File: config.mk
export PLATFORM = sky130hd
export DESIGN_NAME = cdu_ecntr_ctrl_flat
export DESIGN_NICKNAME = d
export VERILOG_FILES = /design/src/rtl/cdu_ecntr_ctrl_if.sv /design/src/rtl/cdu_ecntr_ctrl.sv /design/src/flat_wrapper.sv
export SDC_FILE = /design/constraint.sdc
export NUM_CORES = 1
export LEC_CHECK = 0
export ABC_AREA = 1
export CORE_UTILIZATION = 51
export CTS_CLUSTER_DIAMETER = 40
export DETAILED_ROUTE_END_ITERATION = 8
export PLACE_DENSITY = 0.75
export SKIP_LAST_GASP = 1
export SLEW_MARGIN = 10
export SYNTH_ARGS = -nofsm -noshare
export SYNTH_HDL_FRONTEND = slang
export SYNTH_SLANG_ARGS = --single-unit
File: constraint.sdc
create_clock -name CLOCKH -period 1.5 [get_ports CLOCKH]
set_input_delay 0.3 -clock CLOCKH [delete_from_list [all_inputs] [get_ports CLOCKH]]
set_output_delay 0.3 -clock CLOCKH [all_outputs]
set_load 0.005 [all_outputs]
File: src/rtl/cdu_ecntr_ctrl_if.sv
// cdu_ecntr_ctrl_if: DAC update handshake; master drives dac_code/dac_req, slave returns dac_ack
interface cdu_ecntr_ctrl_if #(parameter int CNT_W = 10);
  logic [CNT_W-1:0] dac_code;
  logic             dac_req;
  logic             dac_ack;
  modport master (output dac_code, dac_req, input dac_ack);
  modport slave  (input dac_code, dac_req, output dac_ack);
endinterface

File: src/rtl/cdu_ecntr_ctrl.sv
// cdu_ecntr_ctrl: saturating CDU error counter with req/ack sequencing into the error-counter DAC
//   CLOCKH, rst_n             : AGC clock (rising edge), async active-low reset
//   AGCEEC, AGCZ, AGCCA       : active-low moding discretes (asynchronous)
//   AFpPCH, AFmPCH            : +1 / -1 count pulses (stretched levels)
//   dac                       : dac_code/dac_req out, dac_ack in
//   ecnt_en, ca_mode, sat     : mode and saturation status
//   pulse_drop                : one-cycle strobe on a pulse lost to saturation
module cdu_ecntr_ctrl #(
  parameter int CNT_W = 10,
  parameter int LIMIT = 384
) (
  input  logic             CLOCKH,
  input  logic             rst_n,
  input  logic             AGCEEC,
  input  logic             AGCZ,
  input  logic             AGCCA,
  input  logic             AFpPCH,
  input  logic             AFmPCH,
  cdu_ecntr_ctrl_if.master dac,
  output logic             ecnt_en,
  output logic             ca_mode,
  output logic             sat,
  output logic             pulse_drop
);
  typedef enum logic [1:0] {M_DIS, M_ZERO, M_ENA} mode_t;
  typedef enum logic {D_IDLE, D_REQ} dst_t;
  localparam logic signed [CNT_W-1:0] P_LIM = CNT_W'(LIMIT);
  localparam logic signed [CNT_W-1:0] N_LIM = -P_LIM;
  // bit order {AFm, AFp, CA, Z, EEC}; active-low discretes reset to their inactive level
  logic [4:0] r_s1, r_s2;
  logic [1:0] r_prev;
  logic r_pev, r_mev;
  mode_t r_mode, w_mode_nxt;
  dst_t r_dst, w_dst_nxt;
  logic signed [CNT_W-1:0] r_cnt, w_cnt_nxt, r_last, w_last_nxt, r_code, w_code_nxt;
  logic r_req, w_req_nxt, w_ena, w_inc, w_dec, w_drop;
  assign dac.dac_code = r_code;
  assign dac.dac_req  = r_req;
  assign ecnt_en      = (r_mode == M_ENA);
  // events are registered once more so a rise sampled at edge N changes the count at edge N+3
  always_ff @(posedge CLOCKH or negedge rst_n)
    if (!rst_n) begin
      r_s1   <= 5'b00111;
      r_s2   <= 5'b00111;
      r_prev <= '0;
      r_pev  <= 1'b0;
      r_mev  <= 1'b0;
    end else begin
      r_s1   <= {AFmPCH, AFpPCH, AGCCA, AGCZ, AGCEEC};
      r_s2   <= r_s1;
      r_prev <= r_s2[4:3];
      r_pev  <= r_s2[3] & ~r_prev[0];
      r_mev  <= r_s2[4] & ~r_prev[1];
    end
  always_comb w_mode_nxt = r_s2[0] ? M_DIS : (!r_s2[1] ? M_ZERO : M_ENA);
  // the count follows the mode being entered, so a forced zero lands on the same edge
  always_comb begin
    w_ena     = (w_mode_nxt == M_ENA);
    w_inc     = r_pev & ~r_mev;
    w_dec     = r_mev & ~r_pev;
    w_drop    = w_ena & ((w_inc & (r_cnt == P_LIM)) | (w_dec & (r_cnt == N_LIM)));
    w_cnt_nxt = !w_ena ? '0 :
                w_drop ? r_cnt :
                w_inc  ? r_cnt + CNT_W'(1) :
                w_dec  ? r_cnt - CNT_W'(1) : r_cnt;
  end
  always_ff @(posedge CLOCKH or negedge rst_n)
    if (!rst_n) begin
      r_mode     <= M_DIS;
      r_cnt      <= '0;
      sat        <= 1'b0;
      pulse_drop <= 1'b0;
      ca_mode    <= 1'b0;
    end else begin
      r_mode     <= w_mode_nxt;
      r_cnt      <= w_cnt_nxt;
      sat        <= (w_cnt_nxt == P_LIM) || (w_cnt_nxt == N_LIM);
      pulse_drop <= w_drop;
      ca_mode    <= ~r_s2[2];
    end
  // changes arriving during D_REQ coalesce: only the latest count is sent once back in D_IDLE
  always_comb begin
    w_dst_nxt  = r_dst;
    w_code_nxt = r_code;
    w_req_nxt  = r_req;
    w_last_nxt = r_last;
    if (r_dst == D_IDLE && r_cnt != r_last) begin
      w_dst_nxt  = D_REQ;
      w_code_nxt = r_cnt;
      w_req_nxt  = 1'b1;
    end else if (r_dst == D_REQ && dac.dac_ack) begin
      w_dst_nxt  = D_IDLE;
      w_req_nxt  = 1'b0;
      w_last_nxt = r_code;
    end
  end
  always_ff @(posedge CLOCKH or negedge rst_n)
    if (!rst_n) begin
      r_dst  <= D_IDLE;
      r_code <= '0;
      r_req  <= 1'b0;
      r_last <= '0;
    end else begin
      r_dst  <= w_dst_nxt;
      r_code <= w_code_nxt;
      r_req  <= w_req_nxt;
      r_last <= w_last_nxt;
    end
endmodule

File: src/flat_wrapper.sv
// flat-port wrapper written by rule: the top's interface ports become plain ports
module cdu_ecntr_ctrl_flat 
#(
  parameter int CNT_W = 10,
  parameter int LIMIT = 384
)
  (CLOCKH, rst_n, AGCEEC, AGCZ, AGCCA, AFpPCH, AFmPCH, ecnt_en, ca_mode, sat, pulse_drop, dac_dac_code, dac_dac_req, dac_dac_ack);
  cdu_ecntr_ctrl_if #(.CNT_W(CNT_W)) dac_i ();
  input  logic CLOCKH;
  input  logic rst_n;
  input  logic AGCEEC;
  input  logic AGCZ;
  input  logic AGCCA;
  input  logic AFpPCH;
  input  logic AFmPCH;
  output logic ecnt_en;
  output logic ca_mode;
  output logic sat;
  output logic pulse_drop;
  output wire logic [$bits(dac_i.dac_code)-1:0] dac_dac_code;
  output wire logic [$bits(dac_i.dac_req)-1:0] dac_dac_req;
  input wire logic [$bits(dac_i.dac_ack)-1:0] dac_dac_ack;
  assign dac_dac_code = dac_i.dac_code;
  assign dac_dac_req = dac_i.dac_req;
  assign dac_i.dac_ack = dac_dac_ack;
  cdu_ecntr_ctrl #(.CNT_W(CNT_W), .LIMIT(LIMIT)) u_core (.CLOCKH(CLOCKH), .rst_n(rst_n), .AGCEEC(AGCEEC), .AGCZ(AGCZ), .AGCCA(AGCCA), .AFpPCH(AFpPCH), .AFmPCH(AFmPCH), .dac(dac_i), .ecnt_en(ecnt_en), .ca_mode(ca_mode), .sat(sat), .pulse_drop(pulse_drop));
endmodule
# Word-level counts from Yosys, hierarchy flattened
# Index checks and enable logic that the tools add are counted.
word_totals:
  output_inout_bits: 15
  memories: 0
  ff_bits: 50
  romBits: 0
  latch_bits: 0
  ram_bits: 0
op_classes:
  magnitude_cmp: 0
  n_eq_ne: 7
  shifts: 0
  n_reduce_logical: 5
  n_div: 0
  addsub: 2
  multipliers: 0
  mux: 8
  bitwise: 15
ops:
  columns: ["operator", "n"]
  rows:
  - ["$eq 10x10->1 const B", 4]
  - ["$mux 10", 4]
  - ["$add 10x1->10 const B", 1]
  - ["$ne 10x10->1", 1]
  - ["$sub 10x1->10 const B", 1]
  - ["$and 1x1->1", 7]
  - ["$not 1->1", 7]
  - ["$eq 2x2->1 const B", 2]
  - ["$mux 2", 2]
  - ["$logic_and 1x1->1", 2]
  - ["$mux 1", 2]
  - ["$reduce_and 2->1", 1]
  - ["$reduce_bool 2->1", 1]
  - ["$logic_or 1x1->1", 1]
  - ["$or 1x1->1", 1]

# Logic depth before layout (Yosys ltp)
depth:
  depth_word: 9
  ltp_mapped: 13

# Least setup slack after synthesis
# Ideal clock, no wire load.
synth_timing:
  kind: "register to register"
  from: "register u_core.r_cnt[1]"
  to: "register u_core.sat"
  path_stages_with_launch: 14
  required_time_ns: 1.431
  setup_ns: 0.069
  synth_period_minus_slack_ns: 1.607
  slack_ns: -0.107
  t_arrival_ns: 1.538
  path_cell_list: "dfrtp_1 -> inv_1 -> ha_1 -> nand3_2 -> inv_2 -> nand3_2 -> buf_6 -> nand2_2 -> nand2_2 -> nand3_2 -> nand2_1 -> nor2_1 -> nand2_1 -> nor2_2"
synth_between:
  elab_chain_cells: 8
synth_lines:
  columns: ["item", "line", "source"]
  rows:
  - ["start, declared", "cdu_ecntr_ctrl.sv:35", "logic signed [CNT_W-1:0] r_cnt, w_cnt_nxt, r_last, w_last_nxt, r_code, w_code_nxt;"]
  - ["start signal, assigned", "cdu_ecntr_ctrl.sv:76", "r_cnt <= w_cnt_nxt;"]
  - ["branches (longest 4 deep; another with $sub 10x1->10)", null, null]
  - ["$mux 10 *", "cdu_ecntr_ctrl.sv:63", "w_drop ? r_cnt :"]
  - ["$mux 10 *", "cdu_ecntr_ctrl.sv:62", "w_cnt_nxt = !w_ena ? '0 :"]
  - ["$eq 10x10->1", "cdu_ecntr_ctrl.sv:77", "sat <= (w_cnt_nxt == P_LIM) || (w_cnt_nxt == N_LIM);"]
  - ["$logic_or 1x1->1 *", "cdu_ecntr_ctrl.sv:77", null]
  - ["end signal, assigned", "cdu_ecntr_ctrl.sv:77", null]
  - ["end, declared", "cdu_ecntr_ctrl.sv:22", "output logic sat,"]
# Every way passes the cells marked *.
# A chain may end at the register's enable or synchronous reset.

# Worst setup path in the final report
# Ends and elaborated chain as after synthesis.

==> flow_metrics.env <==
export IMPL_outcome="complete, but fails checks"
export IMPL_failing_checks="negative setup slack"
export IMPL_fp_row_count=24
export IMPL_cp_cell_sequence="buf_4 > ha_2 > nand2_2 > clkinv_1 > nand2_1 > o21ai_2 > nand3_2 > nand3_2 > nand2_1 > nor2_1 > nand2_1 > nor2_2"
export IMPL_fmax_mhz=568
export IMPL_drt_first_iter_violations=156
export IMPL_path_common_cell="nand2_1"
export IMPL_cp_num_buf_inv=2
export IMPL_placed_cells=381
export IMPL_overflow=0
export IMPL_grt_max_degree=51
export IMPL_setup_violations_final=16
export IMPL_arrival_ns=2.01
export IMPL_worst_pin_slew_ns=0.272
export IMPL_globalplace_congestion=0.913
export IMPL_cts_max_level=2
export IMPL_fin_worst_skew_ns=0.00766
export IMPL_finalMaxSlewViolations=0
export IMPL_post_synth_fa_ha_maj_area_fraction=0.0106
export IMPL_report_final_hold_viol_count=0
export IMPL_rr_endpoint="u_core.sat"
export IMPL_synth_avg_cell_area_sq_um=8.83
export IMPL_diode_count=0
export IMPL_rsz0062_at_grt="true"
export IMPL_crit_path_start_kind="flop"
export IMPL_worst_hold_path_type="reg2reg"
export IMPL_r2r_start="u_core.r_cnt[1]"
export IMPL_worstSkewPairLatency_ns=0.31
export IMPL_die_height_um=70.1
export IMPL_finalCoreUtilization=0.788
export IMPL_worst_hold_startpoint="u_core.r_s1[3]"
export IMPL_number_of_antenna_violations_at_the_first_check_in_global_routing=0
export IMPL_synth_lib_cells_used_distinct=28
export IMPL_cp_data_required_time_ns=1.75
export IMPL_synth_compound_area_frac=0.0439
export IMPL_final_instance_count_excl_fill=409
export IMPL_slew_headroom=0.819
export IMPL_yosysSeqAreaShare=0.532
export IMPL_final_layout_size_suffix_gt1_frac=0.429
export IMPL_r2r_worst_path_cells=12
export IMPL_clock_path_buffers=2
export IMPL_grt_pass1_vias=2061
export IMPL_synth_top_family_by_area="simple AND/OR/NAND/NOR gates"
export IMPL_grt_pass1_wl_um=9570
export IMPL_min_delay_path_depth=0
export IMPL_postSynthNetCount=278
export IMPL_synthCells=268
export IMPL_worst_ir_drop_vdd_mv=0.884
export IMPL_power_leakage_uw=0.00193
export IMPL_cts_root_buffer_cell="clkbuf_8"
export IMPL_postRouteWirelength_um=6330
export IMPL_die_area_sq_um=4920
export IMPL_routed_wirelength_normalized_by_instance_count_um=15.5
export IMPL_pwr_density_cell_nw_per_um2=1200
export IMPL_layout_setup_ws_ns=-0.262
export IMPL_synthMuxAreaShare=0.0476
export IMPL_timing_hold_worst_endpoint="u_core.r_s2[3]"
export IMPL_kind_of_cell_adding_the_most_delay_to_the_critical_path="simple AND/OR/NAND/NOR gates"
export IMPL_detailroute_via_count=2130
export IMPL_power_uw=4160
export IMPL_synth_seq_cells=50
export IMPL_end_kind="flop"
export IMPL_post_detailed_route_drc_marker_count=0
export IMPL_most_common_layout_cells="nand2_1 (58), buf_4 (53), dfrtp_1 (42)"
export IMPL_worstSetupPathType="reg2reg"
export IMPL_layout_cells_most_common="nand2_1"
export IMPL_dieWidth_um=70.1
export IMPL_drv_max_cap_violation_count=0
export IMPL_tritoncts_buffers=5
export IMPL_clock_tree_from_tritoncts="yes"
export IMPL_ys_warn_count=0
export IMPL_clkSinkCount=50
export IMPL_period_utilization_post_route=1.17
export IMPL_drt_pass1_iter_count=4
export IMPL_fin_setup_tns_ns=-1.80
export IMPL_crit_path_max_fanout=2
export IMPL_netlist_area_sq_um=2370
export IMPL_r2r_setup_slack_ns=-0.26
export IMPL_io_buffer_count=22
export IMPL_vias_per_cell=5.21
export IMPL_cts_reportedPaths_clkPinSlew_ns=0.10
export IMPL_crit_path_top_delay_cell="dfrtp_1"
export IMPL_timing_critical_path_depth=12
export IMPL_place_detailed_hpwl_um=3810
export IMPL_floorplan_io_pins=23
export IMPL_detail_route_antenna_nets=0
export IMPL_yosys_area_share_xor_xnor=0.0222
export IMPL_post_route_min_period_ns=1.76
export IMPL_grt_usage=0.253
export IMPL_synthToLayoutAreaGrowth_pct=46.9
export IMPL_critical_path_max_stage_delay_ns=0.40
export IMPL_placeableCoreArea_sq_um=4410
export IMPL_synthSimpleGateAreaFrac=0.273
export IMPL_finish_net_count=366
export IMPL_floorplan_initialDensity=0.536
==> power breakdown <==
part / total (uW) / internal [uW] / switching [uW]
Sequential: 1720 / 1580 / 141
Combinational: 1580 / 828 / 755
Clock: 859 / 380 / 479
==> logic make-up after synthesis <==
group / count (synthesis)
adders and majority gates: 2
buffers and inverters: 39
muxes: 10
xor gates and xnor gates: 6
DFF: 50
and+or+nand+nor: 141
AOI/OAI and AO/OA: 20
==> worst max path at each step <==
| stage | startpoint | end | slack [ns] |
|---|---|---|---|
| floorplan | u_core.r_cnt[0] | u_core.sat | -0.008 |
| global placement | u_core.r_cnt[1] | u_core.sat | -0.15 |
| detailed placement | u_core.r_mev | u_core.sat | -0.17 |
| CTS | u_core.r_cnt[1] | u_core.sat | -0.12 |
| global route | u_core.r_cnt[1] | u_core.sat | -0.34 |
| finish | u_core.r_cnt[1] | u_core.sat | -0.26 |
==> final cells by class <==
cell class                      instances  area, sq um
Clock buffer                            6         82.6
Tap cell                               52         65.1
Fill cell                             268          937
Timing Repair Buffer                   86          800
Sequential cell                        50         1260
Multi-Input combinational cell        179         1120
Inverter                               34          130
Clock inverter                          2         16.3
==> synth_stat cells <==
cell      instances  area (sq um)
nor2_2            2          12.5
buf_6             2          22.5
or2_0             1          6.26
clkinv_1          1          3.75
nand2_4           1          11.3
o21ai_1          12          60.1
or2_2             1          6.26
nand2_2           6          37.5
dfstp_2           6           158
buf_2             2          10.0
dfrtp_1          44          1100
nor2_1           26          97.6
ha_1              2          25.0
nand3_2           4          40.0
nand2_1          70           263
nor2_4            2          22.5
or2_1             2          12.5
o21ai_0           6          30.0
inv_2             7          26.3
mux2_2           10           113
nand4_1           6          37.5
xor2_1            6          52.6
inv_1            26          97.6
nor3_1            2          10.0
buf_4             1          7.51
nand3_1          18          90.1
a21oi_1           1          5.00
a21oi_2           1          8.76
==> repair_timing <==
action | in CTS | in global routing
gates cloned | 1 | 2
hold endpoints to repair | 44 | 0
hold buffers | 1 | 0
setup endpoints to repair | 21 | 31
resized for setup | 28 | 44
buffers inserted | 8 | 9
pin swaps | 7 | 6
==> through the flow <==
stage	hold WS, ns	instance area, sq um	setup WS (ns)
2_1_floorplan	0.00441	2380	-0.00829
3_3_place_gp	0.305	2990	-0.147
3_5_place_dp	0.310	2990	-0.168
4_1_cts	0.358	3270	-0.123
5_1_grt	0.365	3480	-0.342
6_report	0.357	3480	-0.262
==> sequential cells by signal, summed over array words and instances, names as in the netlist <==
register	cells
u_core.dac.dac_code	10
u_core.r_cnt	10
u_core.r_last	10
u_core.r_s1	5
u_core.r_s2	5
u_core.r_mode	2
u_core.r_prev	2
u_core.ca_mode	1
u_core.pulse_drop	1
u_core.r_dst	1
u_core.r_mev	1
u_core.r_pev	1
u_core.sat	1
==> layer usage <==
| metal | track usage | part of all wire |
|---|---|---|
| met1 | 0.326 | 0.41 |
| met5 | 0 | 0 |
| met3 | 0.0390 | 0.044 |
| met4 | 0.100 | 0.021 |
| met2 | 0.428 | 0.52 |
(Power assumes the default switching activity.)
==> patch 1, RTL diff (same settings) <==
`CNT_W` is set to 10 in 3 places; all go to 14.
--- a/src/rtl/cdu_ecntr_ctrl_if.sv
+++ b/src/rtl/cdu_ecntr_ctrl_if.sv
@@ -1,5 +1,5 @@
 // cdu_ecntr_ctrl_if: DAC update handshake; master drives dac_code/dac_req, slave returns dac_ack
-interface cdu_ecntr_ctrl_if #(parameter int CNT_W = 10);
+interface cdu_ecntr_ctrl_if #(parameter int CNT_W = 14);
   logic [CNT_W-1:0] dac_code;
   logic             dac_req;
   logic             dac_ack;
--- a/src/rtl/cdu_ecntr_ctrl.sv
+++ b/src/rtl/cdu_ecntr_ctrl.sv
@@ -6,7 +6,7 @@
 //   ecnt_en, ca_mode, sat     : mode and saturation status
 //   pulse_drop                : one-cycle strobe on a pulse lost to saturation
 module cdu_ecntr_ctrl #(
-  parameter int CNT_W = 10,
+  parameter int CNT_W = 14,
   parameter int LIMIT = 384
 ) (
   input  logic             CLOCKH,
--- a/src/flat_wrapper.sv
+++ b/src/flat_wrapper.sv
@@ -1,7 +1,7 @@
 // flat-port wrapper written by rule: the top's interface ports become plain ports
 module cdu_ecntr_ctrl_flat 
 #(
-  parameter int CNT_W = 10,
+  parameter int CNT_W = 14,
   parameter int LIMIT = 384
 )
   (CLOCKH, rst_n, AGCEEC, AGCZ, AGCCA, AFpPCH, AFmPCH, ecnt_en, ca_mode, sat, pulse_drop, dac_dac_code, dac_dac_req, dac_dac_ack);
Interface: changed (resized dac_dac_code); port bits go from 23 to 27. The function was not compared with the original's and may differ.
==> patch 1 against the original RTL <==
  * The flow still finishes with violations (setup timing)
  * Critical path type unchanged
  * Final area is 40% higher
  * Count of clock-buffer cells in the layout grew 7
  * Sequential cell count rose by 12
  * Highest routed layer unchanged
  * Sequential power is 24% higher
  * Worst setup slack got worse by 0.26 ns
  * Sequential share of layout area is 3.9 points lower
  * Synthesized area increased by 36%
  * Total power rose by 39%
  * Wire length rose by 53%
  * First-iteration DRC count up 51%
  * Via count is 48% higher
  * Die area is 35% higher
==> patch 1: results (changes against the original RTL) <==
[placed_design]
place_worst_setup_slack_ns=-0.545  ; -0.376 ns
io_buffers=26  ; +18%

[clocking]
cts.htree.levels=3  ; +1
path_clk_slew_ns=0.06  ; -0.04 ns

[logic_synthesis]
synth_area_leaders=dfrtp_1, nand2_1, nor2_1, dfstp_2, inv_1
synth_fp_nets=401  ; +44%
ys_top_cells_by_count=nand2_1, dfrtp_1, nor2_1
seq_area_frac_synth=0.484  ; -0.0473

[timing]
hold_ws_ns=0.355  ; -0.00128 ns
finClkSkew_ns=0.00375  ; -0.00391 ns
fin_ws_ns=-0.519  ; -0.257 ns
maxSlewHeadroom=0.784  ; -0.0349
finalSetupViolCount=29  ; +13

[status]
status=finished with violations
violations=setup timing

[critical_path]
max_stage_delay_ns=0.44  ; +0.04 ns
arrival_ns=2.29  ; +0.28 ns
crit_fanout=4  ; +2

[routing]
vias_per_cell=5.27  ; +1.2%
wl_um=9660  ; +53%
drt_iter0_markers=235  ; +51%
wl_per_cell_um=16.2  ; +4.5%

[grt]
grt_max_degree=63  ; +24%
grtUsageTotal=0.295  ; +0.0423
grt_pass1_wl_um=14200  ; +49%
grt_pass1_vias=3025  ; +47%

[pwr]
p_leak_uw=0.00265  ; +37%

-- patch 1: cell types whose count changed after synthesis, moves of 7 or more --
cell,unedited run,this run
a21oi_1,1,8
o21ai_1,12,1
nand2_1,70,106
nand3_1,18,27
nor2_1,26,51
inv_1,26,42
o21ai_0,6,21
dfrtp_1,44,56
-- patch 1: logic make-up after synthesis --
logic type	share of synthesized area
xor+xnor	0.0327
mux	0.0350
buf+inv	0.0945
fa+ha+maj	0.00777
compound gates	0.0665
flops	0.484
simple gates	0.279
-- patch 1: routing by layer --
| layer | GRT usage | wire [um] |
|---|---|---|
| met1 | 0.369 | 4000 |
| met2 | 0.480 | 4780 |
| met3 | 0.0744 | 574 |
| met4 | 0.136 | 316 |
| met5 | 0 | 0 |
-- patch 1: per-stage QoR --
stage | power [uW] | area (sq um) | setup TNS, ns
3_5_place_dp | 3660 | 4000 | -8.03
4_1_cts | 5500 | 4560 | -6.87
5_1_grt | 6040 | 4860 | -11.07
2_1_floorplan | 3000 | 3240 | -1.50
6_report | 5770 | 4860 | -9.63
3_3_place_gp | 3600 | 4000 | -6.68
-- patch 1: area by class of cell --
type | count | area [sq um]
Clock buffer | 13 | 159
Clock inverter | 3 | 42.5
Fill cell | 356 | 1130
Inverter | 45 | 176
Multi-Input combinational cell | 269 | 1650
Sequential cell | 62 | 1570
Tap cell | 75 | 93.8
Timing Repair Buffer | 131 | 1170
-- patch 1: what timing repair did --
action                                  4_1_cts  5_1_grt
endpoints found under the setup margin       46       41
gates cloned                                  4        0
hold buffers                                  1        0
pin swaps                                    22       16
gates resized for setup                      63       66
hold endpoints to repair                     56        0
buffers inserted                             22       14
-- patch 1: power breakdown --
part | internal [uW] | switching [uW]
sequential | 1940 | 201
clock | 856 | 628
combinational | 1070 | 1070
==> patch 2, RTL diff (config.mk and constraints unchanged) <==
Without the edit above. Make the reset (`rst_n`) synchronous in 3 clocked blocks. Comments in the files are not updated.
--- a/src/rtl/cdu_ecntr_ctrl.sv
+++ b/src/rtl/cdu_ecntr_ctrl.sv
@@ -38,7 +38,7 @@
   assign dac.dac_req  = r_req;
   assign ecnt_en      = (r_mode == M_ENA);
   // events are registered once more so a rise sampled at edge N changes the count at edge N+3
-  always_ff @(posedge CLOCKH or negedge rst_n)
+  always_ff @(posedge CLOCKH)
     if (!rst_n) begin
       r_s1   <= 5'b00111;
       r_s2   <= 5'b00111;
@@ -64,7 +64,7 @@
                 w_inc  ? r_cnt + CNT_W'(1) :
                 w_dec  ? r_cnt - CNT_W'(1) : r_cnt;
   end
-  always_ff @(posedge CLOCKH or negedge rst_n)
+  always_ff @(posedge CLOCKH)
     if (!rst_n) begin
       r_mode     <= M_DIS;
       r_cnt      <= '0;
@@ -94,7 +94,7 @@
       w_last_nxt = r_code;
     end
   end
-  always_ff @(posedge CLOCKH or negedge rst_n)
+  always_ff @(posedge CLOCKH)
     if (!rst_n) begin
       r_dst  <= D_IDLE;
       r_code <= '0;
Function: differs if rst_n is asserted again (counterexample within 4 cycles, from zero or initial values and one cycle with rst_n low); with rst_n held inactive, the same outputs for 10 cycles.
==> patch 2 against the original RTL <==
  * The run still ends with setup timing left
  * Global-route usage rose by 2.8 points
  * Total power is 23% lower
  * Clock power decreased by 7.1%
  * Final area shrank 2.6%
  * Hold slack improved by 0.025 ns
  * Wire length grew 5.6%
  * Worst setup slack improved by 0.075 ns
  * Synthesized area up 0.32%
  * Sequential cell count stayed put
  * Sequential share of layout area decreased by 5.7 points
  * Die area increased by 0.31%
  * Count of clock-buffer cells in the layout down 1
  * Cell count is 15% higher
  * Critical path type unchanged
  * Critical endpoint is now u_core.sat$_SDFF_PN0_
  * Largest cell class is now multi-input combinational cells
==> patch 2: results (changes against the original RTL) <==
[timing]
fin_ws_ns=-0.187  ; +0.0754 ns
finalSetupViolCount=18  ; +2
finClkSkew_ns=0.0149  ; +0.00723 ns
fin_setup_tns_ns=-1.00  ; +0.791 ns
maxSlewHeadroom=0.823  ; +0.00440

[logic_synthesis]
synth_area_leaders=dfxtp_1, nor2_1, nand2_1, nand3_1, inv_1
yosysTopAreaCell=dfxtp_1
ys_top_cells_by_count=nor2_1, nand2_1, dfxtp_1
synth_fp_nets=352  ; +27%
synth.distinct_cells=29  ; +3.6%
seq_area_frac_synth=0.421  ; -0.110
async_flop_share=0  ; -1.00

[finish]
fin_nets=428  ; +17%
drive_above_1_share=0.371  ; -0.0578
fillers=342  ; +28%

[pwr]
ir_drop_mv=0.726  ; -18%
p_leak_uw=0.00164  ; -15%
swShare=0.306  ; -0.0243

[routing]
wl_met2_um=3340  ; +1.5%
met3_length_um=374  ; +34%
drt_iter0_markers=210  ; +35%
vias_per_cell=5.17  ; -0.64%
wl_per_cell_um=14.2  ; -8.1%
drt-met1-wl_um=2890  ; +10%

[critical_path]
critPathSlowestCell=dfxtp_4
critPathKind=reg2reg
crit_fanout=7  ; +5
arrival_ns=1.95  ; -0.06 ns
max_stage_delay_ns=0.38  ; -0.02 ns

[placed_design]
dp_hpwl_um=4770  ; +25%
io_buffers=22  ; unchanged
placed_cell_area_sq_mm=0.00303  ; +1.5%
globalplace.congestion=0.946  ; +3.6%

[status]
status=finished with violations
violations=setup timing

[clocking]
cts_buffers=5  ; unchanged
clockBufferDepth=2  ; unchanged

[grt]
antenna_found_initial=0  ; unchanged
grt_max_degree=18  ; -65%
grtUsageTotal=0.281  ; +0.0279
grt_pass1_wl_um=10800  ; +12%
grt_pass1_vias=2376  ; +15%

[patch 2: final timing paths]
| path | slack, ns | endpoint | start | cells after the start |
|---|---|---|---|---|
| worst max-delay path | -0.19 | u_core.sat$_SDFF_PN0_ | u_core.r_cnt[1]$_SDFF_PN0_ | 12 |
| worst min-delay path | 0.38 | u_core.r_pev$_SDFF_PN0_ | u_core.r_prev[0]$_SDFF_PN0_ | 1 |
| worst max register to register | -0.19 | u_core.sat$_SDFF_PN0_ | u_core.r_cnt[1]$_SDFF_PN0_ | 12 |
| worst min register to register | 0.38 | u_core.r_pev$_SDFF_PN0_ | u_core.r_prev[0]$_SDFF_PN0_ | 1 |
[patch 2: kinds of logic after synthesis]
family,after synthesis,synth area share
AO/OA/AOI/OAI,34,0.0854
AND/OR/NAND/NOR,198,0.362
XOR/XNOR,7,0.0258
flip-flops,50,0.421
adder cells (fa/ha/maj),2,0.0105
buffers and inverters,51,0.0943
[patch 2: final cells by class]
type | instances | area [sq um] | area share
Multi-Input combinational cell | 242 | 1340 | 0.395
Sequential cell | 50 | 1030 | 0.306
Timing Repair Buffer | 84 | 729 | 0.215
Inverter | 35 | 136 | 0.0403
Clock buffer | 5 | 68.8 | 0.0203
Tap cell | 52 | 65.1 | 0.0192
Clock inverter | 2 | 13.8 | 0.00406
[patch 2: power by group through the flow]
stage	clock network, uW	logic, uW	registers (uW)
4_1_cts	799	802	1570
2_1_floorplan	0	382	1590
6_report	798	822	1580
5_1_grt	861	914	1600
3_3_place_gp	0	738	1590
3_5_place_dp	0	766	1600
[patch 2: worst max-delay path, delay by kind of cell, from the launching register on]
family / cells / cell delay [ns]
buffers and inverters: 2 / 0.24
adder cells (fa/ha/maj): 1 / 0.15
flip-flops: 1 / 0.38
AND/OR/NAND/NOR: 9 / 0.88
[patch 2: layer usage]
layer | track usage | vias up
met1 | 0.347 | 1126
met5 | 0 | -
met2 | 0.481 | 68
met4 | 0.0978 | 0
li1 | - | 1227
met3 | 0.0577 | 11
[patch 2: stage by stage]
stage               setup slack, ns  instances
finish                       -0.187        470
global placement             -0.143        460
global route                 -0.340        470
detailed placement           -0.240        460
CTS                         -0.0759        469
floorplan                    0.0105        342
[patch 2: repair_timing]
item                       CTS  global route
buffers inserted             1             1
setup endpoints to repair   24            32
pin swaps                   15            16
cloned                       1             0
hold endpoints to repair     0             0
gates resized for setup     38            46
